--- config.mk ---
export PLATFORM = sky130hd
export DESIGN_NAME = btn_step_pulser_flat
export DESIGN_NICKNAME = d
export VERILOG_FILES = /design/src/rtl/btn_pkg.sv /design/src/rtl/btn_step_pulser_if.sv /design/src/rtl/btn_debounce.sv /design/src/rtl/btn_step_pulser.sv /design/src/flat_wrapper.sv
export SDC_FILE = /design/constraint.sdc
export NUM_CORES = 1
export LEC_CHECK = 0
export CORE_ASPECT_RATIO = 1.1
export CORE_MARGIN = 4
export CORE_UTILIZATION = 45
export CTS_CLUSTER_DIAMETER = 150
export DETAILED_ROUTE_END_ITERATION = 16
export PLACE_DENSITY = 0.69
export SETUP_SLACK_MARGIN = 0.15
export SKIP_CTS_REPAIR_TIMING = 1
export SLEW_MARGIN = 0
export SYNTH_ARGS = -nofsm -noshare
export SYNTH_HDL_FRONTEND = slang
export SYNTH_HIERARCHICAL = 1
export SYNTH_SLANG_ARGS = --single-unit
--- constraint.sdc ---
create_clock -name CLK -period 2.57 [get_ports CLK]
set_input_delay 0.3855 -clock CLK [delete_from_list [all_inputs] [get_ports CLK]]
set_output_delay 0.3855 -clock CLK [all_outputs]
set_load 0.05 [all_outputs]
--- src/rtl/btn_pkg.sv ---
// Shared types and default timing for the push-button step pulser.
package btn_pkg;

  localparam int unsigned DEF_DEB_CYCLES = 500000;
  localparam int unsigned DEF_REP_DELAY  = 50000000;
  localparam int unsigned DEF_REP_PERIOD = 10000000;
  localparam int unsigned DEF_CNT_W      = 26;

  // ST_HELD is the single-pulse build's only post-press state.
  typedef enum logic [2:0] {
    ST_IDLE,
    ST_DELAY,
    ST_REPEAT,
    ST_LOCK,
    ST_HELD
  } btn_state_t;

endpackage

--- src/rtl/btn_step_pulser_if.sv ---
// Button inputs, edit-mode enable and step-pulse outputs of the pulser.
interface btn_step_pulser_if;

  logic EN;
  logic BTN_UP;
  logic BTN_DOWN;
  logic UP;
  logic DOWN;

  modport master (output EN, BTN_UP, BTN_DOWN, input UP, DOWN);
  modport slave  (input EN, BTN_UP, BTN_DOWN, output UP, DOWN);

endinterface

--- src/rtl/btn_debounce.sv ---
// One button: 2-FF synchroniser, run-length debounce, rising-edge detect.
module btn_debounce #(
  parameter int unsigned DEB_CYCLES = 500000
) (
  input  logic CLK,
  input  logic RST,
  input  logic btn,
  output logic level,
  output logic rise
);

  localparam int unsigned CW = (DEB_CYCLES > 1) ? $clog2(DEB_CYCLES) : 1;
  localparam logic [CW-1:0] TERM = CW'(DEB_CYCLES - 1);

  logic [1:0]    sync;
  logic [CW-1:0] cnt;
  logic          stable;
  logic          stable_d;

  always_ff @(posedge CLK or negedge RST) begin
    if (!RST) begin
      sync     <= '0;
      cnt      <= '0;
      stable   <= 1'b0;
      stable_d <= 1'b0;
    end else begin
      sync     <= {sync[0], btn};
      stable_d <= stable;
      // Any agreeing cycle restarts the run of differing cycles.
      if (sync[1] == stable) begin
        cnt <= '0;
      end else if (cnt == TERM) begin
        cnt    <= '0;
        stable <= ~stable;
      end else begin
        cnt <= cnt + CW'(1);
      end
    end
  end

  assign level = stable;
  assign rise  = stable & ~stable_d;

endmodule

--- src/rtl/btn_step_pulser.sv ---
// Turns raw UP/DOWN buttons into one-cycle step pulses for time-field editing.
// Define BTN_AUTOREPEAT_EN to build hold-to-repeat; otherwise one pulse per press.
module btn_step_pulser
  import btn_pkg::*;
#(
  parameter int unsigned DEB_CYCLES = DEF_DEB_CYCLES,
  parameter int unsigned REP_DELAY  = DEF_REP_DELAY,
  parameter int unsigned REP_PERIOD = DEF_REP_PERIOD,
  parameter int unsigned CNT_W      = DEF_CNT_W
) (
  input  logic             CLK,
  input  logic             RST,
  btn_step_pulser_if.slave bus
);

  localparam int unsigned REP_MAX = (REP_DELAY > REP_PERIOD) ? REP_DELAY : REP_PERIOD;

  if (REP_DELAY < 1 || REP_PERIOD < 1 || $clog2(REP_MAX) > CNT_W) begin : g_bad_cfg
    $error("btn_step_pulser: CNT_W cannot hold the repeat timing");
  end

  logic stb_up, stb_dn, rise_up, rise_dn;

  btn_debounce #(.DEB_CYCLES(DEB_CYCLES)) u_deb_up (
    .CLK   (CLK),
    .RST   (RST),
    .btn   (bus.BTN_UP),
    .level (stb_up),
    .rise  (rise_up)
  );

  btn_debounce #(.DEB_CYCLES(DEB_CYCLES)) u_deb_dn (
    .CLK   (CLK),
    .RST   (RST),
    .btn   (bus.BTN_DOWN),
    .level (stb_dn),
    .rise  (rise_dn)
  );

  btn_state_t st, st_nxt;
  logic       act_dn, act_dn_nxt;
  logic       up_q, dn_q, up_nxt, dn_nxt;
  logic       act_lvl, oth_lvl;

`ifdef BTN_AUTOREPEAT_EN
  localparam logic [CNT_W-1:0] DELAY_TERM  = CNT_W'(REP_DELAY - 1);
  localparam logic [CNT_W-1:0] PERIOD_TERM = CNT_W'(REP_PERIOD - 1);
  localparam btn_state_t       ST_PRESSED  = ST_DELAY;
  logic [CNT_W-1:0] cnt, cnt_nxt, cnt_inc;
`else
  localparam btn_state_t       ST_PRESSED  = ST_HELD;
`endif

  always_comb begin
    st_nxt     = st;
    act_dn_nxt = act_dn;
    up_nxt     = 1'b0;
    dn_nxt     = 1'b0;
    act_lvl    = act_dn ? stb_dn : stb_up;
    oth_lvl    = act_dn ? stb_up : stb_dn;
`ifdef BTN_AUTOREPEAT_EN
    cnt_inc    = (&cnt) ? cnt : cnt + CNT_W'(1);
    cnt_nxt    = '0;
`endif
    if (!bus.EN) begin
      st_nxt = ST_IDLE;
    end else begin
      case (st)
        ST_IDLE: begin
          // A rise implies its own level is high, so both levels high means a conflict.
          if ((rise_up || rise_dn) && stb_up && stb_dn) begin
            st_nxt = ST_LOCK;
          end else if (rise_up || rise_dn) begin
            act_dn_nxt = rise_dn;
            up_nxt     = rise_up;
            dn_nxt     = rise_dn;
            st_nxt     = ST_PRESSED;
          end
        end
`ifdef BTN_AUTOREPEAT_EN
        ST_DELAY, ST_REPEAT: begin
          cnt_nxt = cnt_inc;
          if (!act_lvl) begin
            st_nxt  = ST_IDLE;
            cnt_nxt = '0;
          end else if (oth_lvl) begin
            st_nxt  = ST_LOCK;
            cnt_nxt = '0;
          end else if (cnt == ((st == ST_DELAY) ? DELAY_TERM : PERIOD_TERM)) begin
            up_nxt  = ~act_dn;
            dn_nxt  = act_dn;
            cnt_nxt = '0;
            st_nxt  = ST_REPEAT;
          end
        end
`else
        ST_HELD: begin
          if (!act_lvl) begin
            st_nxt = ST_IDLE;
          end else if (oth_lvl) begin
            st_nxt = ST_LOCK;
          end
        end
`endif
        ST_LOCK: begin
          if (!stb_up && !stb_dn) begin
            st_nxt = ST_IDLE;
          end
        end
        default: st_nxt = ST_IDLE;
      endcase
    end
  end

  always_ff @(posedge CLK or negedge RST) begin
    if (!RST) begin
      st     <= ST_IDLE;
      act_dn <= 1'b0;
      up_q   <= 1'b0;
      dn_q   <= 1'b0;
`ifdef BTN_AUTOREPEAT_EN
      cnt    <= '0;
`endif
    end else begin
      st     <= st_nxt;
      act_dn <= act_dn_nxt;
      up_q   <= up_nxt;
      dn_q   <= dn_nxt;
`ifdef BTN_AUTOREPEAT_EN
      cnt    <= cnt_nxt;
`endif
    end
  end

  assign bus.UP   = up_q;
  assign bus.DOWN = dn_q;

endmodule
--- src/flat_wrapper.sv ---
// flat-port wrapper written by rule: the top's interface ports become plain ports
module btn_step_pulser_flat import btn_pkg::*;
#(
  parameter int unsigned DEB_CYCLES = DEF_DEB_CYCLES,
  parameter int unsigned REP_DELAY  = DEF_REP_DELAY,
  parameter int unsigned REP_PERIOD = DEF_REP_PERIOD,
  parameter int unsigned CNT_W      = DEF_CNT_W
)
  (CLK, RST, bus_EN, bus_BTN_UP, bus_BTN_DOWN, bus_UP, bus_DOWN);
  btn_step_pulser_if bus_i ();
  input  logic CLK;
  input  logic RST;
  input wire logic [$bits(bus_i.EN)-1:0] bus_EN;
  input wire logic [$bits(bus_i.BTN_UP)-1:0] bus_BTN_UP;
  input wire logic [$bits(bus_i.BTN_DOWN)-1:0] bus_BTN_DOWN;
  output wire logic [$bits(bus_i.UP)-1:0] bus_UP;
  output wire logic [$bits(bus_i.DOWN)-1:0] bus_DOWN;
  assign bus_i.EN = bus_EN;
  assign bus_i.BTN_UP = bus_BTN_UP;
  assign bus_i.BTN_DOWN = bus_BTN_DOWN;
  assign bus_UP = bus_i.UP;
  assign bus_DOWN = bus_i.DOWN;
  btn_step_pulser #(.DEB_CYCLES(DEB_CYCLES), .REP_DELAY(REP_DELAY), .REP_PERIOD(REP_PERIOD), .CNT_W(CNT_W)) u_core (.CLK(CLK), .RST(RST), .bus(bus_i));
endmodule
# After elaboration in Yosys (flattened, before gate mapping)
# Index checks and enable logic that the tools add are counted.
# Widths: inputs -> output; s select.
op_classes:
  muxes: 21
  add_sub_neg: 2
  eq_ne: 9
  n_reduce_logical: 11
  n_bitwise: 9
ops:
  columns: ["cell", "count"]
  rows:
  - ["$mux 19", 4]
  - ["$add 19x1->19 const B", 2]
  - ["$eq 19x19->1 const B", 2]
  - ["$mux 3", 6]
  - ["$mux 1", 10]
  - ["$pmux 3 s3", 1]
  - ["$not 1->1", 7]
  - ["$ne 4x2->1 const B", 1]
  - ["$ne 4x4->1 const B", 1]
  - ["$reduce_and 2->1", 2]
  - ["$reduce_and 4->1", 1]
  - ["$eq 3x2->1 const B", 1]
  - ["$eq 3x3->1 const B", 1]
  - ["$logic_and 1x1->1", 3]
  - ["$logic_not 3->1", 1]
  - ["$ne 3x2->1 const B", 1]
  - ["$reduce_and 3->1", 1]
  - ["$and 1x1->1", 2]
  - ["$eq 1x1->1", 2]
  - ["$logic_not 1->1", 2]
  - ["$logic_or 1x1->1", 1]
totals:
  ff_bits: 52
  wordCells: 64
  inputBits: 5

# Logic depth before layout (Yosys ltp)
# Gate-level depths: netlist (run 1).
logic_depth:
  ltp_word: 8
  mapped_depth: 5
  depth_no_buf: 5

# Hierarchy
# The synthesis (run 1) kept the hierarchy.
by_module_without_submodules:
  columns: ["mod", "seq_area_each_um2", "cells_each", "area_per_inst_um2", "instances"]
  rows:
  - ["btn_debounce", 575.6, 107, 1111.1, 2]
  - ["btn_step_pulser", 125.1, 29, 267.8, 1]

# Least setup slack after synthesis (run 1)
# Ideal clock, no wire load.
synth_path:
  kind: "register to register"
  start: "register u_core.u_deb_dn.cnt[0]"
  end: "register u_core.u_deb_dn.cnt[16]"
  setup_time_ns: 0.078
  path_stages_with_launch: 6
  arrival_time_ns: 1.791
  path_buffers: 0
  t_required_ns: 2.492
  path_slack_ns: 0.701
  path_cell_list: "dfrtp_1 > ha_1 > nand4_4 > or4_4 > or3_1 > a21oi_1"
synth_between:
  elab_chain_cells: 3
  word_cells_on_any_way: 4
  cone_classes: "1 x add/sub; 1 x eq/ne; 2 x mux"
synth_lines:
  columns: ["item", "line_no", "text"]
  rows:
  - ["from (decl)", "btn_debounce.sv:16", "logic [CW-1:0] cnt;"]
  - ["from (signal assigned)", "btn_debounce.sv:36", "cnt <= cnt + CW'(1);"]
  - ["$add 19x1->19 or $eq 19x19->1 (tied branches)", "btn_debounce.sv:36, btn_debounce.sv:32", null]
  - ["$mux 19 (*)", "btn_debounce.sv:32", "end else if (cnt == TERM) begin"]
  - ["$mux 19 (*)", "btn_debounce.sv:30", "if (sync[1] == stable) begin"]
# Mark *: on every way between the ends. The rest lies on a longest branch, timed or not.
# A chain may end at the register's enable or synchronous reset.

# Worst setup path after layout (run 1)
layout_path:
  start: "register u_core.u_deb_dn.cnt[9]"
  end: "register u_core.u_deb_dn.cnt[5]"
layout_between:
  elab_chain_cells: 3
layout_lines:
  columns: ["item", "line_no"]
  rows:
  - ["$eq 19x19->1", "btn_debounce.sv:32"]
  - ["$mux 19", "btn_debounce.sv:32"]
  - ["$mux 19", "btn_debounce.sv:30"]
# Every way passes these cells.

==> results of run 1 <==
layout make-up:
class	instances	area, um2	area share, %
Inverter	14	52.6	1.90
Clock buffer	5	68.8	2.49
Multi-Input combinational cell	174	1140	41.1
Tap cell	75	93.8	3.40
Sequential cell	51	1280	46.2
Timing Repair Buffer	9	90.1	3.26
Clock inverter	3	46.3	1.67
path summary, 6_finish.rpt:
| kind | start | slack, ns | endpoint | depth (start not counted) |
|---|---|---|---|---|
| worst max register to register | u_core/u_deb_dn/cnt[9] | 0.55 | u_core/u_deb_dn/cnt[5] | 5 |
| max in group asynchronous | RST | 1.98 | u_core/u_deb_up/cnt[14] | 2 |
| worst max-delay path | u_core/u_deb_dn/cnt[9] | 0.55 | u_core/u_deb_dn/cnt[5] | 5 |
| min in group CLK | u_core/u_deb_up/sync[0] | 0.35 | u_core/u_deb_up/sync[1] | 0 |
| worst min-delay path | RST | 0.06 | u_core/u_deb_dn/cnt[11] | 1 |
| worst min register to register | u_core/u_deb_up/sync[0] | 0.35 | u_core/u_deb_up/sync[1] | 0 |
cells in the mapped netlist, drive strengths merged:
master	instances	area share, %
and3b	2	0.70
or4	2	0.90
o41ai	3	2.6
dfrtp	51	51
o2bb2ai	1	0.35
a41oi	1	0.35
xnor2	26	9.1
nand2	12	1.8
and2	2	0.50
nand4	11	4.0
nand3	15	3.0
a221oi	1	0.60
mux2i	2	0.80
buf	4	1.0
mux2	2	0.90
nor2b	5	1.3
o32ai	1	0.35
inv	14	2.1
nor4b	2	0.70
ha	2	1.0
o21ai	7	1.4
xor2	4	1.4
a21oi	7	1.4
nor3	8	1.6
nor2	42	6.3
nor4	12	3.5
or3	4	1.0
power groups by stage:
stage	clock (mW)	combinational, mW	sequential (mW)
floorplan	0	0.0326	0.835
global placement	0	0.0592	0.840
detailed placement	0	0.0595	0.840
CTS	0.591	0.0597	0.824
global route	0.629	0.0664	0.826
finish	0.565	0.0571	0.824
registers in the layout, summed over array words and instances (netlist names):
signal and flops:
u_core/act_dn 1, u_core/bus.DOWN 1, u_core/bus.UP 1, u_core/st 2, u_core/u_deb_dn/cnt 19, u_core/u_deb_dn/level 1, u_core/u_deb_dn/stable_d 1, u_core/u_deb_dn/sync 2
u_core/u_deb_up/cnt 19, u_core/u_deb_up/level 1, u_core/u_deb_up/stable_d 1, u_core/u_deb_up/sync 2
kinds of logic after synthesis:
logic type                 count (synthesis)
AOI/OAI and AO/OA                         21
xor gates and xnor gates                  30
adders and majority gates                  2
buffers and inverters                     18
DFF                                       51
muxes                                      4
and+or+nand+nor                          117
per-layer routing:
metal  track usage, %  share of wire (%)  up-vias
met5                0                  0        -
met4             8.13                2.7        0
met2             23.0                 47       15
li1                 -                  -      871
met3             2.94                2.2       10
met1             16.6                 48      805
==> metrics, run 1 <==
Int Pwr 1.13 mW; max_slew headroom 61.3%; drt first pass iters 4; first-pass GRT wire length 7500 um; Worst-Skew Late Latency 0.31 ns; critical path cell sequence nor4_1 -> nand4_1 -> o41ai_4 -> buf_4 -> nor2_1; clock sinks between 50 and 60; Vias/cell ~5.1; maximum VDD drop 0.308 mV; mean routed wirelength per cell around 13 um; Avg Cell Area, Syn 10.2 um2; Post-Synth XOR/XNOR Area 10.6%; Die Y 86.0 um; max incr delay on CP 0.56 ns; cell family with most CP delay simple AND/OR/NAND/NOR gates; Pleak 1.10 nW; fin nets 262; cell area after synthesis 2490 um2; category of the worst setup path capture point flip-flop; Worst Clk Skew 0.0121 ns; largest family of logic cells by synthesized area simple AND/OR/NAND/NOR gates; CTS Buf Count 5; Max-Cap Viols 0; Synth Area in Compound Gates 7.04%; Fmax between 400 and 500 MHz; fin. max-slew vios 0; PD cells 523 nW/um2; HPWL after DPL 2980 um; Initial Util about 46%; startpoint types flip-flop; total gr overflow 0; IO Pins 7; die area between 6000 and 7000 um2; CP Max Fanout 12; Routed WL 4190 um; share of layout cells above drive strength 1 8.98%; Clk pwr share 39.1%; syn_nets 250; total track usage 13.9%; DRC Markers 0; Total Power 1.45 mW; Layout area overhead 11.0%; FP Rows 28; commonest non-fill, non-tap cell in the layout dfrtp_1; largest net degree at the start of global routing 27; Slowest-stage cell, CP o41ai_4; Clock transition at path regs ~0.09 ns; Comb pwr share under 10%; unrepaired setup endpoints after global routing no; Final Hold Viols 0; CTS max path bufs 2; Hold Slack 0.0631 ns; Synthesis Warnings 6; # diodes 0; buffers added on ports 6; Post-Place Cells 323; initial antenna violation count 0; setup TNS 0 ns; Buf+Inv Stages, Crit Path 1; Final Cycle Share between 70% and 80%; vias in the first global route ~1700; CTS Root Cell clkbuf_8; routability cong. just under 0.9; Design Area, Final 2760 um2; TritonCTS clock tree yes; final worst slack 0.553 ns; post-synthesis register bit count 51; via count 1701; status finished clean; # H-tree levels 2; Placed Area ~2600 um2; crit path kind reg -> reg; fin util between 50 and 60%; post-synthesis mux area share 1.71%; WP data required ~2.8 ns; die width 78.9 um; Switching Fraction 22.1%; Sw Pwr around 320 uW; Adder-Cell Fraction of Synth Area ~1.0%; core area 5360 um2; Tmin final 2.02 ns; sequential area share after synthesis approximately half; Netlist cell types 32; setup violators final 0; cells after synthesis between 200 and 250; DR iter-0 viols between 60 and 70; Layout Cells excl Fill 331; commonest cells after routing, fill and taps aside 51 x dfrtp_1, 42 x nor2_1, 26 x xnor2_1, 15 x nand3_1, 14 x inv_1; HP Class in -> async; Fillers 486; Slew @ Worst Pin 0.581 ns; post-synthesis simple-gate area fraction 25.3%; dpl ws about 0.59 ns; CP arrival 2.21 ns; ANT nets after route 0; sequential share of power 57.0%
Power figures use the tool's default switching activity.
==> run 2, diff against run 1 <==
--- a/config.mk
+++ b/config.mk
@@ -10,7 +10,7 @@
 export CORE_UTILIZATION = 45
 export CTS_CLUSTER_DIAMETER = 150
 export DETAILED_ROUTE_END_ITERATION = 16
-export PLACE_DENSITY = 0.69
+export PLACE_DENSITY = 0.72
 export SETUP_SLACK_MARGIN = 0.15
 export SKIP_CTS_REPAIR_TIMING = 1
 export SLEW_MARGIN = 0
==> constraint.sdc (replaced) <==
create_clock -name CLK -period 1.6 [get_ports CLK]
set_input_delay 0.24 -clock CLK [delete_from_list [all_inputs] [get_ports CLK]]
set_output_delay 0.24 -clock CLK [all_outputs]
set_load 0.05 [all_outputs]
==> run 2 against run 1 <==
  * The flow now finishes with violations (negative setup slack)
  * Worst hold slack better by 0.28 ns
  * Setup slack worse by 0.69 ns
  * Via count is 19% higher
  * Flip-flop and latch count stayed put
  * Clock skew is 0.0068 ns higher
  * Die area stayed put
  * Final area is 25% higher
  * Sequential share of layout area is 9.4 points lower
  * Critical endpoint is now u_core/u_deb_up/level
  * Highest routed layer unchanged
==> metrics, run 2 (same netlist as run 1, synthesis figures left out) <==
final worst slack -0.139 ns; maximum VDD drop 0.347 mV; Worst Clk Skew between 0.015 and 0.02 ns; Max-Cap Viols 0; category of the worst setup path capture point flip-flop; commonest non-fill, non-tap cell in the layout dfrtp_1; Die Y 86.0 um; setup violators final 38; mean routed wirelength per cell between 10 and 15 um; dpl ws -0.181 ns; setup TNS -3.46 ns; Post-Place Cells ~370; biggest regs u_core/u_deb_dn/cnt x19, u_core/u_deb_up/cnt x19; fin nets 320; drt first pass iters 4; PD cells 661 nW/um2; fin. max-slew vios 0; startpoint types flip-flop; core area between 5000 and 6000 um2; vias in the first global route a little under 2000; Placed Area between 3000 and 4000 um2; crit path kind reg -> reg; Worst-Skew Late Latency 0.32 ns; clock sinks a little over 50; max_slew headroom 75.5%; R2R Path Start u_core/u_deb_up/cnt[9]; unrepaired setup endpoints after global routing yes; buffers added on ports 6; ANT nets after route 0; largest net degree at the start of global routing 39; Layout Cells excl Fill 389; Slew @ Worst Pin around 0.36 ns; Fmax 575 MHz; Routed WL 5710 um; worst flop-to-flop path endpoint u_core/u_deb_up/level; r2r setup slk -0.14 ns; Hold Slack 0.342 ns; share of layout cells above drive strength 1 37.3%; CTS max path bufs 2; FF-to-FF path depth 5; initial antenna violation count 0; HP Class in -> async; die width 78.9 um; first-pass GRT wire length 8840 um; IO Pins 7; Tmin final 1.74 ns; routability cong. 0.905; DRC Markers 0; Design Area, Final ~3500 um2; CP startpoint u_core/u_deb_up/cnt[9]; failing checks negative setup slack; via count 2030; fin util about two thirds; CTS Buf Count 5; Pleak around 1.5 nW; WP data required 1.80 ns; Final Hold Viols 0; commonest cells after routing, fill and taps aside 51 x dfrtp_1, 49 x buf_4, 26 x xnor2_1, 24 x nor2_1, 14 x inv_1; CP arrival 1.94 ns; Clock transition at path regs 0.11 ns; # H-tree levels 2; Vias/cell 5.22; status complete, but fails checks; # diodes 0; Layout area overhead 39.3%; HPWL after DPL 3760 um; FP Rows 28; Final Cycle Share 109%; CTS Root Cell clkbuf_8; Critical Path End u_core/u_deb_up/level; DR iter-0 viols 120; Initial Util 46.5%; die area 6790 um2; CP Max Fanout 2; TritonCTS clock tree yes; total gr overflow 0; Total Power 2.29 mW; total track usage 16.3%
-- run 2: area by class of cell --
cell class | count | area [um2]
fill | 407 | 1890
multi-input combinational | 174 | 1360
sequential | 51 | 1280
timing repair buffer | 67 | 591
tap | 75 | 93.8
clock buffer | 5 | 68.8
inverter | 14 | 52.6
clock inverter | 3 | 26.3
-- run 2: worst min path at each step --
stage,start,end,depth (start not counted)
finish,RST,u_core/u_deb_dn/cnt[17],2
global route,bus_BTN_DOWN,u_core/u_deb_dn/sync[0],1
CTS,RST,u_core/u_deb_dn/cnt[17],1
detailed placement,RST,u_core/u_deb_dn/cnt[10],1
global placement,RST,u_core/u_deb_dn/cnt[10],1
floorplan,RST,u_core/act_dn,0
-- run 2: where the power goes --
| part | internal (mW) | total (mW) | switching, mW |
|---|---|---|---|
| Sequential | 1.31 | 1.32 | 0.0175 |
| Clock | 0.323 | 0.796 | 0.473 |
| Combinational | 0.0839 | 0.175 | 0.0907 |
-- run 2: routing by layer --
metal	GRT usage [%]	up-vias	routed length, um
met5	0	-	0
met4	6.41	0	101
met3	3.15	11	126
met2	28.3	29	3100
met1	19.8	1005	2390
li1	-	985	-
-- run 2: critical path, stage by stage, from the launching register on --
cell     delay, ns
dfrtp_1       0.41
nor4_2        0.29
nand4_1       0.17
nor4_2        0.27
buf_4         0.17
mux2_2        0.32
==> run 3, diff against run 2 <==
--- a/config.mk
+++ b/config.mk
@@ -9,6 +9,7 @@
 export CORE_MARGIN = 4
 export CORE_UTILIZATION = 45
 export CTS_CLUSTER_DIAMETER = 150
+export CTS_CLUSTER_SIZE = 14
 export DETAILED_ROUTE_END_ITERATION = 16
 export PLACE_DENSITY = 0.72
 export SETUP_SLACK_MARGIN = 0.15
==> results of run 3 <==
The final DEF is identical to that of run 2; final timing and power are the same.
==> edit 1: new RTL, flow settings as in run 1 <==
The 5 states of `btn_state_t` get a one-hot encoding in 5 bits.
--- a/src/rtl/btn_pkg.sv
+++ b/src/rtl/btn_pkg.sv
@@ -9,8 +9,8 @@
   // ST_HELD is the single-pulse build's only post-press state.
-  typedef enum logic [2:0] {
-    ST_IDLE,
-    ST_DELAY,
-    ST_REPEAT,
-    ST_LOCK,
-    ST_HELD
+  typedef enum logic [4:0] {
+    ST_IDLE   = 5'b00001,
+    ST_DELAY  = 5'b00010,
+    ST_REPEAT = 5'b00100,
+    ST_LOCK   = 5'b01000,
+    ST_HELD   = 5'b10000
   } btn_state_t;
Check against the original RTL: no difference found for any inputs over 10 cycles, from zero or initial values and one cycle with RST low; not proved beyond that.
==> edit 1 against run 1 <==
Sequential cell count is 1 higher; first-iteration DRC count unchanged; setup slack gained 0.018 ns; clock skew down 0.0040 ns; routed wire length grew 1.1%; power hardly changed; synthesized area rose by 2.3%; critical endpoint is now u_core/u_deb_dn/cnt[18]$_DFF_PN0_; cell area up 1.6%.
==> edit 1: results (changes against run 1) <==
Largest regs: u_core/u_deb_dn/cnt (19), u_core/u_deb_up/cnt (19), u_core/st (3)
Layout fillers: 492 (+1.2%)
Via density: 5.23 (+1.8%)
Clock Latency Late Sink: 0.30 ns
Number of nets still failing antenna checks after routing: 0 (unchanged)
Ys async rst share: 100% (unchanged)
VDD IR max: 0.277 mV (-10%)
Layout Skew: 0.00813 ns (-0.00395 ns)
Post-DP HPWL: 3080 um (+3.4%)
Port buffer count: 6 (unchanged)
Status: complete, no violations
Largest net degree at the start of global routing: 35 (+30%)
Post-place instance area: 2700 um^2 (+1.9%)
First drt pass iteration count: 4 (unchanged)
CP max-delay cell: or4_4
Synth cell types: 36 (+13%)
Mux share of post-synthesis cell area: 2.51% (+0.80 points)
Clk pin slew, worst setup/hold paths: 0.09 ns (about the same)
Layout Nets: 265 (+1.1%)
Vias in the first global route: 1,803 (+5.0%)
Synth Area in Compound Gates: 6.00% (-1.0 points)
H-tree depth: 2 (unchanged)
Synth Area in Adders: 0.983% (-0.022 points)
CTS max path bufs: 2 (unchanged)
Root buffer cell: clkbuf_8
DRT iter0 DRCs: 63 (unchanged)
Warnings, synthesis: 6 (unchanged)
Total congestion overflow: 0 (unchanged)
Top_reg_cell synth: dfrtp_1
Synth Area in XOR/XNOR: 10.3% (-0.23 points)
ANT cells: 0 (unchanged)
Leakage: 1.15 nW (+4.4%)
Slew HR: 52.1% (-9.2 points)
Share of layout cells above drive strength 1: 9.27% (+0.28 points)
First-pass GRT wire length: 7870 um (+5.0%)
Syn_nets: 252 (+0.80%)
Max cap viols: 0 (unchanged)
Initial antenna violation count: 0 (unchanged)
Arrival time at the worst endpoint: 2.23 ns (+0.02 ns)
Wire length per cell: 12.7 um (+0.21%)
Gr usage total: 14.2% (+0.32 points)
Cell family with most CP delay: simple AND/OR/NAND/NOR gates
Cts bufs inserted: 5 (unchanged)
Synth area leaders: dfrtp_1, xnor2_1, nor2_1, nand3_1, nor4_1
Seq/Total Area, Yosys: 51.2% (-0.10 points)
Final slew viol count: 0 (unchanged)
Critical path fanouts, max: 8 (-4)
Crit path largest cell delay: 0.59 ns (+0.03 ns)
Commonest cells in the synthesized netlist: dfrtp_1, nor2_1, xnor2_1
Placer Congestion: 0.872 (-2.4%)
Worst slack at placement: 0.593 ns (-0.000614 ns)
Worst hold path type: in2async
## edit 1: cell count changes after synthesis, moves of 2 or more
cell	change
o22ai_1	+2
nand4bb_1	+3
and3b_1	-2
inv_1	-3
and3_1	+3
## edit 1: worst paths after layout
| check | from | end | slack, ns | cells after the start |
|---|---|---|---|---|
| worst max-delay path | u_core/u_deb_dn/cnt[0]$_DFF_PN0_ | u_core/u_deb_dn/cnt[18]$_DFF_PN0_ | 0.57 | 5 |
| worst min-delay path | RST | u_core/u_deb_up/cnt[12]$_DFF_PN0_ | 0.13 | 1 |
| worst max register to register | u_core/u_deb_dn/cnt[0]$_DFF_PN0_ | u_core/u_deb_dn/cnt[18]$_DFF_PN0_ | 0.57 | 5 |
| worst min register to register | u_core/u_deb_dn/sync[0]$_DFF_PN0_ | u_core/u_deb_dn/sync[1]$_DFF_PN0_ | 0.36 | 0 |
| max in group asynchronous | RST | u_core/u_deb_dn/cnt[3]$_DFF_PN0_ | 1.79 | 2 |
| min in group CLK | u_core/u_deb_dn/sync[0]$_DFF_PN0_ | u_core/u_deb_dn/sync[1]$_DFF_PN0_ | 0.36 | 0 |
## edit 1: per-stage QoR
step / instances / utilization (%) / total power [W]
floorplan: 245 / - / 0.000892
global placement: 326 / 49.7 / 0.000922
detailed placement: 326 / 49.7 / 0.000923
CTS: 334 / 51.7 / 0.00147
global route: 334 / 51.7 / 0.00152
finish: 334 / 51.7 / 0.00145
## edit 1: report_power, final
| part | switching (W) | internal (W) |
|---|---|---|
| registers | 0.0000131 | 0.000830 |
| logic | 0.0000377 | 0.0000235 |
| clock network | 0.000252 | 0.000289 |
| total | 0.000303 | 0.00114 |
## edit 1: layout make-up
class / count / area (um^2) / share of cell area (%)
Sequential cell: 52 / 1300 / 46.4
Tap cell: 75 / 93.8 / 3.34
Clock inverter: 2 / 35.0 / 1.25
Multi-Input combinational cell: 178 / 1180 / 41.9
Timing Repair Buffer: 10 / 85.1 / 3.03
Inverter: 11 / 41.3 / 1.47
Clock buffer: 6 / 72.6 / 2.58
## edit 1: worst reg2reg max path: cells and delay by family (launching register included)
| kind | cells | cell delay [ns] |
|---|---|---|
| adders and majority gates | 1 | 0.27 |
| and+or+nand+nor | 3 | 1.11 |
| AOI/OAI and AO/OA | 1 | 0.15 |
| DFF | 1 | 0.41 |
## edit 1: per-layer routing
| metal | vias to the layer above | global-route usage, % | routed length [um] |
|---|---|---|---|
| met4 | 0 | 4.53 | 41 |
| met1 | 825 | 17.9 | 1940 |
| met3 | 5 | 3.52 | 166 |
| met5 | - | 0 | 0 |
| li1 | 882 | - | - |
| met2 | 35 | 23.9 | 2080 |
==> edit 2: new RTL, config.mk and constraints of run 1 <==
Made on the original files. The option `BTN_AUTOREPEAT_EN` is turned on by a define.
--- a/src/rtl/btn_step_pulser.sv
+++ b/src/rtl/btn_step_pulser.sv
@@ -2,2 +2,4 @@
 // Define BTN_AUTOREPEAT_EN to build hold-to-repeat; otherwise one pulse per press.
+`define BTN_AUTOREPEAT_EN
+
 module btn_step_pulser
Check against the original RTL: same outputs for any inputs over 10 cycles, from zero or initial values and one cycle with RST low; that may be too few to reach the edited logic, so the function may still have changed.
==> edit 2 against run 1 <==
Cell area increased by 64%; utilization decreased by 0.62 points; routed wire length increased by 99%; power increased by 53%; cell count increased by 69%; global-route usage increased by 2.9 points; setup slack got worse by 0.27 ns; clock skew decreased by 0.0040 ns; sequential cell count increased by 26; synthesized area increased by 65%; non-clock buffer count increased by 5; count of clock-buffer cells in the layout increased by 6; largest cell class is now multi-input gates; highest routed layer unchanged.
==> edit 2: results (changes against run 1) <==
Placed Instances: 544 (+68%)
Fin crit share: 88.8% (+10 points)
Layout fillers: 780 (+60%)
Met2 wire len: 4150 um (+110%)
DRT Wirelength: 8320 um (+99%)
R2r setup slk: 0.29 ns (-0.27 ns)
CP Capture Point: u_core/bus.UP$_DFF_PN0_
Cts bufs inserted: 9 (+4)
Warnings, synthesis: 6 (unchanged)
Switching pwr: 0.000480 W (+50%)
Fin cells: 559 (+69%)
Layout Nets: 453 (+73%)
Post-place instance area: 4320 um^2 (+63%)
Met3 routed WL: 290 um (+220%)
Clock Latency Late Sink: 0.34 ns (+0.03 ns)
Arrival time at the worst endpoint: 2.55 ns (+0.34 ns)
Placer Congestion: 0.869 (-2.8%)
Commonest cells in the synthesized netlist: dfrtp_1, nor2_1, nand2_1
ClkCell Share: 4.40% (+0.24 points)
Non-clock buffer share: 2.60% (-0.66 points)
Post-DP HPWL: 5890 um (+98%)
First drt pass iteration count: 4 (unchanged)
Vias: 3,225 (+90%)
Seq/Total Area, Yosys: 46.9% (-4.3 points)
Worst slack at placement: 0.228 ns (-0.365 ns)
Leakage: 1.74 nW (+58%)
H-tree depth: 3 (+1)
Share of layout cells above drive strength 1: 8.54% (-0.45 points)
Met3 Usage GRT: 3.61% (+0.67 points)
Syn_nets: 437 (+75%)
Synth cell types: 49 (+53%)
Register cell area after layout: 1930 um^2 (+51%)
M1 WL: 3790 um (+90%)
CLK BUF: 11 (+6)
Critical path fanouts, max: 7 (-5)
Status: complete, no violations
Synth area leaders: dfrtp_1, xnor2_1, nor2_1, nand3_1, nand2_1
First-pass GRT wire length: 14,700 um (+96%)
Seq cells: 77 (+51%)
Slew @ Worst Pin: 0.931 ns (+0.350 ns)
Met2 Track Usage GR: 28.6% (+5.6 points)
Met1 Track Usage GR: 21.1% (+4.5 points)
WHS: 0.172 ns (+0.109 ns)
Reg2reg start: u_core/cnt[16]$_DFFE_PN0P_
Row Count: 36 (+29%)
Max Used Layer: met4
Post-Syn Area per Cell: 9.66 um^2 (-5.7%)
Largest regs: u_core/cnt (26), u_core/u_deb_dn/cnt (19), u_core/u_deb_up/cnt (19)
DRT iter0 DRCs: 142 (+130%)
Layout Skew: 0.00810 ns (-0.00399 ns)
Multi-Input Combinational: 325 (+87%)
Multi-input combinational area share: 46.1% (+5.0 points)
Gr usage total: 16.8% (+2.9 points)
VDD IR max: 0.265 mV (-14%)
Largest net degree at the start of global routing: 78 (+190%)
Non-CTS buffers: 14 (+5)
Multi-input gate area: 2080 um^2 (+83%)
-- edit 2: critical path, stage by stage, from the launching register on --
cell     delay (ns)
dfrtp_1        0.43
or4_1          0.55
nor4_2         0.36
nand4_1        0.21
or4_1          0.50
a21oi_1        0.17
-- edit 2: kinds of logic (layout without fill, tap and decap cells) --
logic type                 count (synthesis)  after routing  synth area share, %
AOI/OAI and AO/OA                         68             68                 10.9
xor gates and xnor gates                  37             37                 7.89
adders and majority gates                  7              7                 2.13
buffers and inverters                     23             43                 2.41
DFF                                       77             77                 46.9
muxes                                      4              4                 1.04
and+or+nand+nor                          209            209                 28.7
-- edit 2: power by group through the flow --
stage                     registers (W)   logic, W  clock network (W)
after floorplan                 0.00125  0.0000343                  0
after global placement          0.00126  0.0000658                  0
after detailed placement        0.00126  0.0000671                  0
after CTS                       0.00124  0.0000681           0.000946
after global routing            0.00124  0.0000762            0.00101
final                           0.00124  0.0000646           0.000915
